File: config.mk
export PLATFORM = sky130hd
export DESIGN_NAME = adf4030_trig_sequencer
export DESIGN_NICKNAME = d
export VERILOG_FILES = /design/src/rtl/adf4030_trig_sequencer.sv
export SDC_FILE = /design/constraint.sdc
export NUM_CORES = 1
export LEC_CHECK = 0
export ABC_AREA = 0
export BUFFER_PORTS_ARGS = -buffer_cell sky130_fd_sc_hd__buf_2
export CORE_MARGIN = 2
export CORE_UTILIZATION = 50
export DETAILED_ROUTE_END_ITERATION = 12
export PLACE_DENSITY = 0.7
export SYNTH_ARGS = -nofsm -noshare
export SYNTH_HDL_FRONTEND = slang
export SYNTH_SLANG_ARGS = --single-unit
File: constraint.sdc
create_clock -name clk -period 4.15 [get_ports clk]
set_clock_uncertainty 0.05 [all_clocks]
set_input_delay 0.2075 -clock clk [delete_from_list [all_inputs] [get_ports clk]]
set_output_delay 0.2075 -clock clk [all_outputs]
set_load 0.01 [all_outputs]
File: src/rtl/adf4030_trig_sequencer.sv
// ADF4030 BSYNC-aligned multi-channel trigger sequencer.
// A trigger rising edge arms the sequencer; the next bsync_event starts a run. In each BSYNC
// period every enabled channel emits a pulse of ch_width clocks starting at ch_phase. The run
// lasts repeat_count+1 periods.
// Optional build macro: ADF4030_TRIG_CONTINUOUS_EN. When it is defined, repeat_count all-ones
// runs until abort or loss of bsync_ready.
module adf4030_trig_sequencer #(
   parameter int unsigned CHANNEL_COUNT = 4,
   parameter int unsigned PHASE_WIDTH   = 16,
   parameter int unsigned PULSE_WIDTH   = 8,
   parameter int unsigned REPEAT_WIDTH  = 8
) (
   input  logic                               clk,
   input  logic                               rstn,
   input  logic                               trigger,
   input  logic                               abort,
   input  logic                               bsync_event,
   input  logic                               bsync_ready,
   input  logic [PHASE_WIDTH-1:0]             bsync_ratio,
   input  logic [CHANNEL_COUNT-1:0]           ch_en,
   input  logic [CHANNEL_COUNT*PHASE_WIDTH-1:0] ch_phase,
   input  logic [CHANNEL_COUNT*PULSE_WIDTH-1:0] ch_width,
   input  logic [REPEAT_WIDTH-1:0]            repeat_count,
   output logic [CHANNEL_COUNT-1:0]           trig_out,
   output logic                               busy,
   output logic [1:0]                         state,
   output logic                               done,
   output logic                               align_error,
   output logic [CHANNEL_COUNT-1:0]           phase_error
);

   // Common width for window arithmetic so phase and pulse fields compare without truncation
   localparam int unsigned CmpW =
      ((PHASE_WIDTH > PULSE_WIDTH) ? PHASE_WIDTH : PULSE_WIDTH) + 1;

   typedef enum logic [1:0] {
      StIdle  = 2'd0,
      StArmed = 2'd1,
      StRun   = 2'd2,
      StDone  = 2'd3
   } state_e;

   state_e                             state_q, state_d;
   logic                               trigger_q;
   logic [PHASE_WIDTH-1:0]             cnt_q, cnt_d;
   logic [REPEAT_WIDTH-1:0]            pidx_q, pidx_d;
   logic [CHANNEL_COUNT-1:0]           en_q;
   logic [CHANNEL_COUNT*PHASE_WIDTH-1:0] phase_q;
   logic [CHANNEL_COUNT*PULSE_WIDTH-1:0] width_q;
   logic [REPEAT_WIDTH-1:0]            repeat_q;
   logic [PHASE_WIDTH-1:0]             ratio_q;
   logic [CHANNEL_COUNT-1:0]           trig_q, trig_d;
   logic                               done_q, done_d;
   logic                               align_q, align_d;
   logic [CHANNEL_COUNT-1:0]           perr_q, perr_d;

   logic                               trig_edge;
   logic                               last_cnt;
   logic                               period_end;
   logic                               last_period;
   logic                               continuous;
   logic                               latch_cfg;
   logic                               clr_perr;
   logic [CHANNEL_COUNT-1:0]           fire;
   logic [CHANNEL_COUNT-1:0]           bad_phase;

   assign trig_edge  = trigger & ~trigger_q;
   assign last_cnt   = (cnt_q == (ratio_q - PHASE_WIDTH'(1)));
   // A misaligned bsync_event still closes the current period
   assign period_end = last_cnt | bsync_event;

`ifdef ADF4030_TRIG_CONTINUOUS_EN
   assign continuous = &repeat_q;
`else
   assign continuous = 1'b0;
`endif

   assign last_period = (pidx_q == repeat_q) & ~continuous;

   // Per-channel window decode on the current period count, using the latched configuration
   always_comb begin
      fire = '0;
      for (int i = 0; i < CHANNEL_COUNT; i++) begin
         logic [PHASE_WIDTH-1:0] ph;
         logic [PULSE_WIDTH-1:0] wd;
         logic [CmpW-1:0]        offs;
         ph   = phase_q[i*PHASE_WIDTH +: PHASE_WIDTH];
         wd   = width_q[i*PULSE_WIDTH +: PULSE_WIDTH];
         offs = CmpW'(cnt_q) - CmpW'(ph);
         fire[i] = en_q[i] & ~perr_q[i] & (wd != '0) & (cnt_q >= ph) & (offs < CmpW'(wd));
      end
   end

   // Phase check on the live configuration, captured at the start of a run
   always_comb begin
      bad_phase = '0;
      for (int i = 0; i < CHANNEL_COUNT; i++) begin
         bad_phase[i] = ch_en[i] & (ch_phase[i*PHASE_WIDTH +: PHASE_WIDTH] >= bsync_ratio);
      end
   end

   // Sequencer next-state, period counting and registered-output next values
   always_comb begin
      state_d   = state_q;
      cnt_d     = cnt_q;
      pidx_d    = pidx_q;
      latch_cfg = 1'b0;
      clr_perr  = 1'b0;
      trig_d    = '0;
      done_d    = 1'b0;
      align_d   = 1'b0;
      unique case (state_q)
         StIdle: begin
            if (!abort && trig_edge && bsync_ready && (bsync_ratio != '0)) begin
               state_d  = StArmed;
               clr_perr = 1'b1;
            end
         end
         StArmed: begin
            if (abort || !bsync_ready) begin
               state_d = StIdle;
            end else if (bsync_event) begin
               state_d   = StRun;
               latch_cfg = 1'b1;
               cnt_d     = '0;
               pidx_d    = '0;
            end
         end
         StRun: begin
            if (abort || !bsync_ready) begin
               state_d = StIdle;
               cnt_d   = '0;
               pidx_d  = '0;
            end else begin
               trig_d  = fire;
               align_d = bsync_event & ~last_cnt;
               if (period_end) begin
                  cnt_d = '0;
                  if (last_period) begin
                     state_d = StDone;
                     done_d  = 1'b1;
                  end else if (pidx_q != '1) begin
                     // Saturates only in continuous mode; otherwise last_period hits first
                     pidx_d = pidx_q + REPEAT_WIDTH'(1);
                  end
               end else begin
                  cnt_d = cnt_q + PHASE_WIDTH'(1);
               end
            end
         end
         StDone: begin
            state_d = StIdle;
         end
      endcase
   end

   // Sticky phase errors: cleared when arming, accumulated when a run starts
   always_comb begin
      perr_d = perr_q;
      if (clr_perr) begin
         perr_d = '0;
      end else if (latch_cfg) begin
         perr_d = perr_q | bad_phase;
      end
   end

   // Control state, counters and registered outputs
   always_ff @(posedge clk or negedge rstn) begin
      if (!rstn) begin
         state_q   <= StIdle;
         trigger_q <= 1'b0;
         cnt_q     <= '0;
         pidx_q    <= '0;
         trig_q    <= '0;
         done_q    <= 1'b0;
         align_q   <= 1'b0;
         perr_q    <= '0;
      end else begin
         state_q   <= state_d;
         trigger_q <= trigger;
         cnt_q     <= cnt_d;
         pidx_q    <= pidx_d;
         trig_q    <= trig_d;
         done_q    <= done_d;
         align_q   <= align_d;
         perr_q    <= perr_d;
      end
   end

   // Run configuration snapshot, taken on the ARMED -> RUN transition
   always_ff @(posedge clk or negedge rstn) begin
      if (!rstn) begin
         en_q     <= '0;
         phase_q  <= '0;
         width_q  <= '0;
         repeat_q <= '0;
         ratio_q  <= '0;
      end else if (latch_cfg) begin
         en_q     <= ch_en;
         phase_q  <= ch_phase;
         width_q  <= ch_width;
         repeat_q <= repeat_count;
         ratio_q  <= bsync_ratio;
      end
   end

   assign trig_out    = trig_q;
   assign busy        = (state_q == StArmed) || (state_q == StRun);
   assign state       = state_q;
   assign done        = done_q;
   assign align_error = align_q;
   assign phase_error = perr_q;

endmodule
=== After elaboration in Yosys (flattened, before gate mapping) ===
Index checks and enable logic that the tools add are counted.

* Bits of input ports: 130
* Bits in registers: 161
* Output and inout bits: 13
* Logic and storage cells: 128

* Eq/ne operators: 14
* Reduce and logical (&&, ||, !) cells: 18
* Bitwise gates (word level): 30
* $add $sub $neg: 7
* $lt $le $gt $ge: 12
* Muxes and demuxes: 34

{| class="wikitable"
|+ Operators by type and width
! operator !! count
|-
| 16-bit greater-or-equal comparator || 8
|-
| 17-bit by 8-bit less-than comparator with 1-bit output || 4
|-
| 16-bit by 16-bit subtractor with 17-bit output || 4
|-
| 16-bit 2-to-1 mux || 4
|-
| 8-bit 2-to-1 mux || 6
|-
| 16-bit one-hot mux with 2 select lines || 1
|-
| 8-bit nonzero test || 4
|-
| 1-bit bitwise AND || 22
|-
| 16-bit by 1-bit adder with 16-bit output, second input constant || 1
|-
| 16-bit equality test || 1
|-
| 4-bit 2-to-1 mux || 4
|-
| 8-bit one-hot mux with 2 select lines || 1
|-
| 16-bit nonzero test || 1
|-
| 16-bit by 1-bit subtractor with 16-bit output, second input constant || 1
|-
| 3-bit != test, second input constant || 5
|-
| 2-bit 2-to-1 mux || 6
|-
| 1-bit 2-to-1 mux || 11
|-
| 8-bit by 1-bit adder with 8-bit output, second input constant || 1
|-
| 8-bit equality test || 1
|-
| 8-bit != test, second input constant || 1
|-
| 2-bit one-hot mux with 4 select lines || 1
|-
| 2-bit != test, second input constant || 3
|-
| 1-bit NOT || 6
|-
| 6-bit AND reduction || 1
|-
| other kinds (11) || 17
|}

=== Depth between registers and ports, before layout ===
* Word-level depth: 8
* Mapped depth: 16
* Depth with buffers taken out: 16

=== Least setup slack after synthesis ===
Ideal clock, no wire load.

* Path type: flip-flop to flip-flop
* From: reg cnt_q[1]
* To: reg trig_q[1], in the netlist trig_out[1]
* Arrival: 3.462 ns
* Required time: 3.975 ns
* Buffers on the path: 0
* Setup time: 0.125 ns
* Slack: 0.513 ns
* Period minus slack after synthesis: 3.637 ns
* Stages on the path, launching flop included: 14
* Cells stage by stage: dfrtp_1 ha_1 nor2b_1 o21ai_0 a21boi_0 o311a_1 xor2_1 ha_1 a222oi_1 nand4_1 or4_1 a31oi_1 o311ai_0 a2111oi_0

* Cells in the longest elaborated chain, start to end: 5
* Elaborated cells between the ends (all ways): 7
* Those cells by class: 1 x add/sub; 2 x order compare; 2 x mux; 2 x bitwise

{| class="wikitable"
|+ Ends and longest elaborated chain
! item !! line !! RTL
|-
| start, declared || 45 || <nowiki>logic [PHASE_WIDTH-1:0] cnt_q, cnt_d;</nowiki>
|-
| start signal, assigned || 181 || <nowiki>cnt_q <= cnt_d;</nowiki>
|-
| 16-bit by 16-bit subtractor with 17-bit output / 16-bit greater-or-equal comparator (equally long branches) || 89, 90 ||
|-
| 17-bit by 8-bit less-than comparator with 1-bit output / 1-bit bitwise AND (equally long branches) || 90 || <nowiki>fire[i] = en_q[i] & ~perr_q[i] & (wd != '0) & (cnt_q >= ph) & (offs < CmpW'(wd));</nowiki>
|-
| 1-bit bitwise AND * || 90 ||
|-
| 4-bit 2-to-1 mux * || 130 || <nowiki>if (abort || !bsync_ready) begin</nowiki>
|-
| 4-bit 2-to-1 mux * || 112 || <nowiki>unique case (state_q)</nowiki>
|-
| via trig_d[1] || 52 || <nowiki>logic [CHANNEL_COUNT-1:0] trig_q, trig_d;</nowiki>
|-
| end signal, assigned || 183 || <nowiki>trig_q <= trig_d;</nowiki>
|-
| end, declared || 52 ||
|}

Mark *: on every way through the listed nets, which the timed path passes. The rest lies on a longest branch.
A chain may end at the register's enable or synchronous reset.

=== Worst setup path after layout ===
* From: reg cnt_q[0]
* To: reg trig_q[1], in the netlist trig_out[1]

The elaborated chain is that of the path after synthesis.

==> results.md <==
- Final cell count without fillers: 2006
- Setup crit end kind: flop
- Initial Utilization: 50.46%
- Relative slew slack: 42.00%
- Final TNS setup: 0 ns
- Failing checks: hold timing
- Sequential share of the synthesized area: 33.12%
- Critical path type: reg2reg
- Synth cell types: 77
- Pre-antenna DRT Iters: 5
- Critical Path Source Type: flop
- Outcome: finished with violations
- Rows: 57
- Vias after detailed routing: 11460
- Port Buffers: 142
- Via density: 5.711
- Num CTS Buffers: 17
- Mapped Area: 0.01216 mm^2
- Maxcap violations: 0
- Gp weighted congestion: 0.9097
- Clock share of power: 20.7%
- H-tree depth: 4
- Syn Area/Cell: 8.523 um^2
- Clock sink total: 161
- Post-DP HPWL: 26.59 mm
- Hold Fails Final Rpt: 1
- CP max-delay cell: or4_1
- DR WL met2: 16.91 mm
- CP delay by family, top: compound AO/OA/AOI/OAI gates
- Cell Chain, Critical Path: inv_1 > ha_1 > fa_1 > nor2b_1 > o21ai_0 > a21oi_2 > o21ai_0 > nand2b_1 > xor2_1 > ha_1 > a222oi_1 > nand4_1 > or4_1 > a31oi_1 > o311ai_0 > a2111oi_0
- Initial antenna violation count: 0
- Int Power: 4760 uW
- First-pass GRT wire length: 58.51 mm
- Drt drc: 0
- Vias in the first global route: 11160
- Most frequent cells in the layout: nand2_1, ha_1, dfrtp_1, o21ai_0, inv_1
- Final Routed Wirelength: 37.34 mm
- Largest net degree at the start of global routing: 91
- M1 WL: 16.50 mm
- Fmax achieved: 0.2544 GHz
- Syn-to-layout area delta: 22.33%
- CP bufs+invs: 1
- Yosys synthesis warning count: 0
- Main synth FF type: dfrtp_1
- Die width: 160.0 um
- Net Switching: 3295 uW
- Clk buf depth: 2
- Util after Layout: 61.73%
- Clock Latency Late Sink: 0.44 ns
- CP arrival: 4.20 ns
- Core area: 0.02411 mm^2
- Ratio of final minimum period to clock period: 94.72%
- Root Buffer: clkbuf_16
- DRT iter0 DRCs: 967
- Leakage: 0.007444 uW
- Post-DRT Antenna Nets: 0
- Max Transition Viols Final: 0
- Global-route usage over all layers: 29.37%
- Cell depth of the worst setup path: 16
- FF+latch count, synth: 161
- Post-synth ARST share: 100.0%
- Largest stage delay, worst path: 0.54 ns
- Peak supply drop: 0.0002739 V
- Tightest Pin Transition: 0.8700 ns
- Worst Hold Depth: 3
- I/O Pins: 143
- Post-synth EDFFs: 0
- HP Class: in2reg
- Routed wire per std cell: 18.62 um
- Die area: 0.02559 mm^2
- Die height: 160.0 um
- Multi-input logic area: 0.007441 mm^2
- Share of cells above drive strength 1: 13.44%
- Final Cell Area: 0.01488 mm^2
- Cell count after synthesis: 1427
- Sequential Power Share: 31.5%
- Dpl cell area: 0.01326 mm^2
- Tmin final: 3.931 ns
- Fin nets: 1966
- Reg2Reg Depth: 16
- Combinational power share: 47.8%
- Most common cell after layout, fill and taps aside: nand2_1
- Post-Synthesis Net Count: 1724
- DR top layer: met4
- Pwr dens: 541.3 mW/mm^2
- CP max FO: 6
- WL met3: 2.449 mm
- Switching share of power: 40.90%
- Reg clk slew, reported paths: 0.07 ns
- CTS tree: done
- Setup Viol. Count Final: 0
- # fillers: 2126
- Worst hold slack: -0.002925 ns
- FF/Latch Area: 0.004029 mm^2
- N_diodes: 0
- Worst Path Required: 4.42 ns
- GR Overflow Total: 0
- Dpl cells: 1873
[power by group through the flow]
stage / logic, uW / registers, uW / clock network (uW)
after floorplan: 2830 / 2460 / 0
after global placement: 3600 / 2540 / 0
after detailed placement: 3720 / 2550 / 0
after CTS: 3830 / 2530 / 1680
after global routing: 4370 / 2600 / 1740
final: 3850 / 2540 / 1660
[logic make-up after synthesis]
logic type,synth area share (%)
buffers and inverters,5.771
AND/OR/NAND/NOR,18.54
AO/OA/AOI/OAI,19.55
XOR/XNOR,4.825
flip-flops,33.12
adder cells (fa/ha/maj),17.43
multiplexers,0.7715
[area by class of cell]
cell class                 instances  share of cell area [%]
sequential                       161                   27.08
multi-input combinational       1085                   50.01
clock inverter                    14                   1.135
timing repair buffer             260                   12.47
tap                              324                   2.725
inverter                         144                   3.633
clock buffer                      18                   2.952
[synthesized netlist by cell type (4+ instances only)]
cell | instances | area [um^2]
nor2_1 | 68 | 255.2
o211ai_1 | 11 | 82.58
nand3_1 | 20 | 100.1
inv_1 | 144 | 540.5
o21a_1 | 15 | 112.6
a21o_1 | 38 | 285.3
ha_1 | 163 | 2039
o2111ai_1 | 4 | 35.03
mux2i_1 | 6 | 60.06
clkbuf_1 | 28 | 105.1
o21bai_1 | 4 | 30.03
o22ai_1 | 5 | 31.28
nor2b_1 | 19 | 118.9
o31ai_1 | 6 | 45.04
xnor2_1 | 43 | 376.6
dfrtp_1 | 161 | 4029
xor2_1 | 24 | 210.2
nor3_1 | 24 | 120.1
nand2b_1 | 19 | 118.9
a211oi_1 | 9 | 67.56
or2_2 | 11 | 68.82
fa_1 | 4 | 80.08
nand2_1 | 204 | 765.7
buf_1 | 5 | 18.77
nand4_1 | 25 | 156.4
or3_1 | 4 | 25.02
a21boi_0 | 11 | 82.58
a31oi_1 | 13 | 81.33
and3_2 | 4 | 30.03
o21ai_0 | 156 | 780.8
o31a_1 | 5 | 43.79
o21ai_1 | 5 | 25.02
a21oi_1 | 53 | 265.3
and3_1 | 16 | 100.1
and2_1 | 6 | 37.54
a2111oi_0 | 4 | 35.03
or2b_1 | 5 | 37.54
nor4_1 | 19 | 118.9
[routing by layer]
layer | GRT usage [%] | up-vias
met4 | 11.67 | 0
li1 | - | 5512
met3 | 4.831 | 99
met1 | 38.74 | 5424
met5 | 0 | -
met2 | 48.43 | 422
[tightest hold or removal path: stages]
cell and delay, ns:
buf_2 0.12, nand2_1 0.05, o21ai_0 0.07
[stage by stage]
stage               power (uW)  worst slack [ns]  hold WS (ns)
global route              8715          -0.03083      0.008788
global placement          6137            0.3907        0.2895
floorplan                 5289            0.5127       -0.1381
CTS                       8036            0.2424     0.0003180
finish                    8055            0.2189     -0.002925
detailed placement        6274            0.2743        0.2861
[final timing paths]
kind	startpoint	end	slack (ns)
setup / recovery	cnt_q[0]	trig_out[1]	0.22
hold / removal	ch_phase[20]	phase_q[20]	-0.003
setup reg to reg	cnt_q[0]	trig_out[1]	0.22
hold reg to reg	phase_q[32]	phase_q[32]	0.44
max in group asynchronous	rstn	ratio_q[7]	2.67
min in group asynchronous	rstn	width_q[13]	0.34
[registers in the layout (all words and copies together) (netlist names)]
| register | flops |
|---|---|
| phase_q | 64 |
| width_q | 32 |
| cnt_q | 16 |
| ratio_q | 16 |
| pidx_q | 8 |
| repeat_q | 8 |
| en_q | 4 |
| phase_error | 4 |
| trig_out | 4 |
| state | 2 |
| align_error | 1 |
| done | 1 |
| trigger_q | 1 |
[timing repair]
item | 4_1_cts | 5_1_grt
hold buffers | 101 | 0
setup endpoints to repair | 0 | 1
setup buffers | 0 | 0
gates resized for setup | 0 | 1
hold endpoints to repair | 188 | 0
No activity file was read; power rests on OpenSTA's default activity.
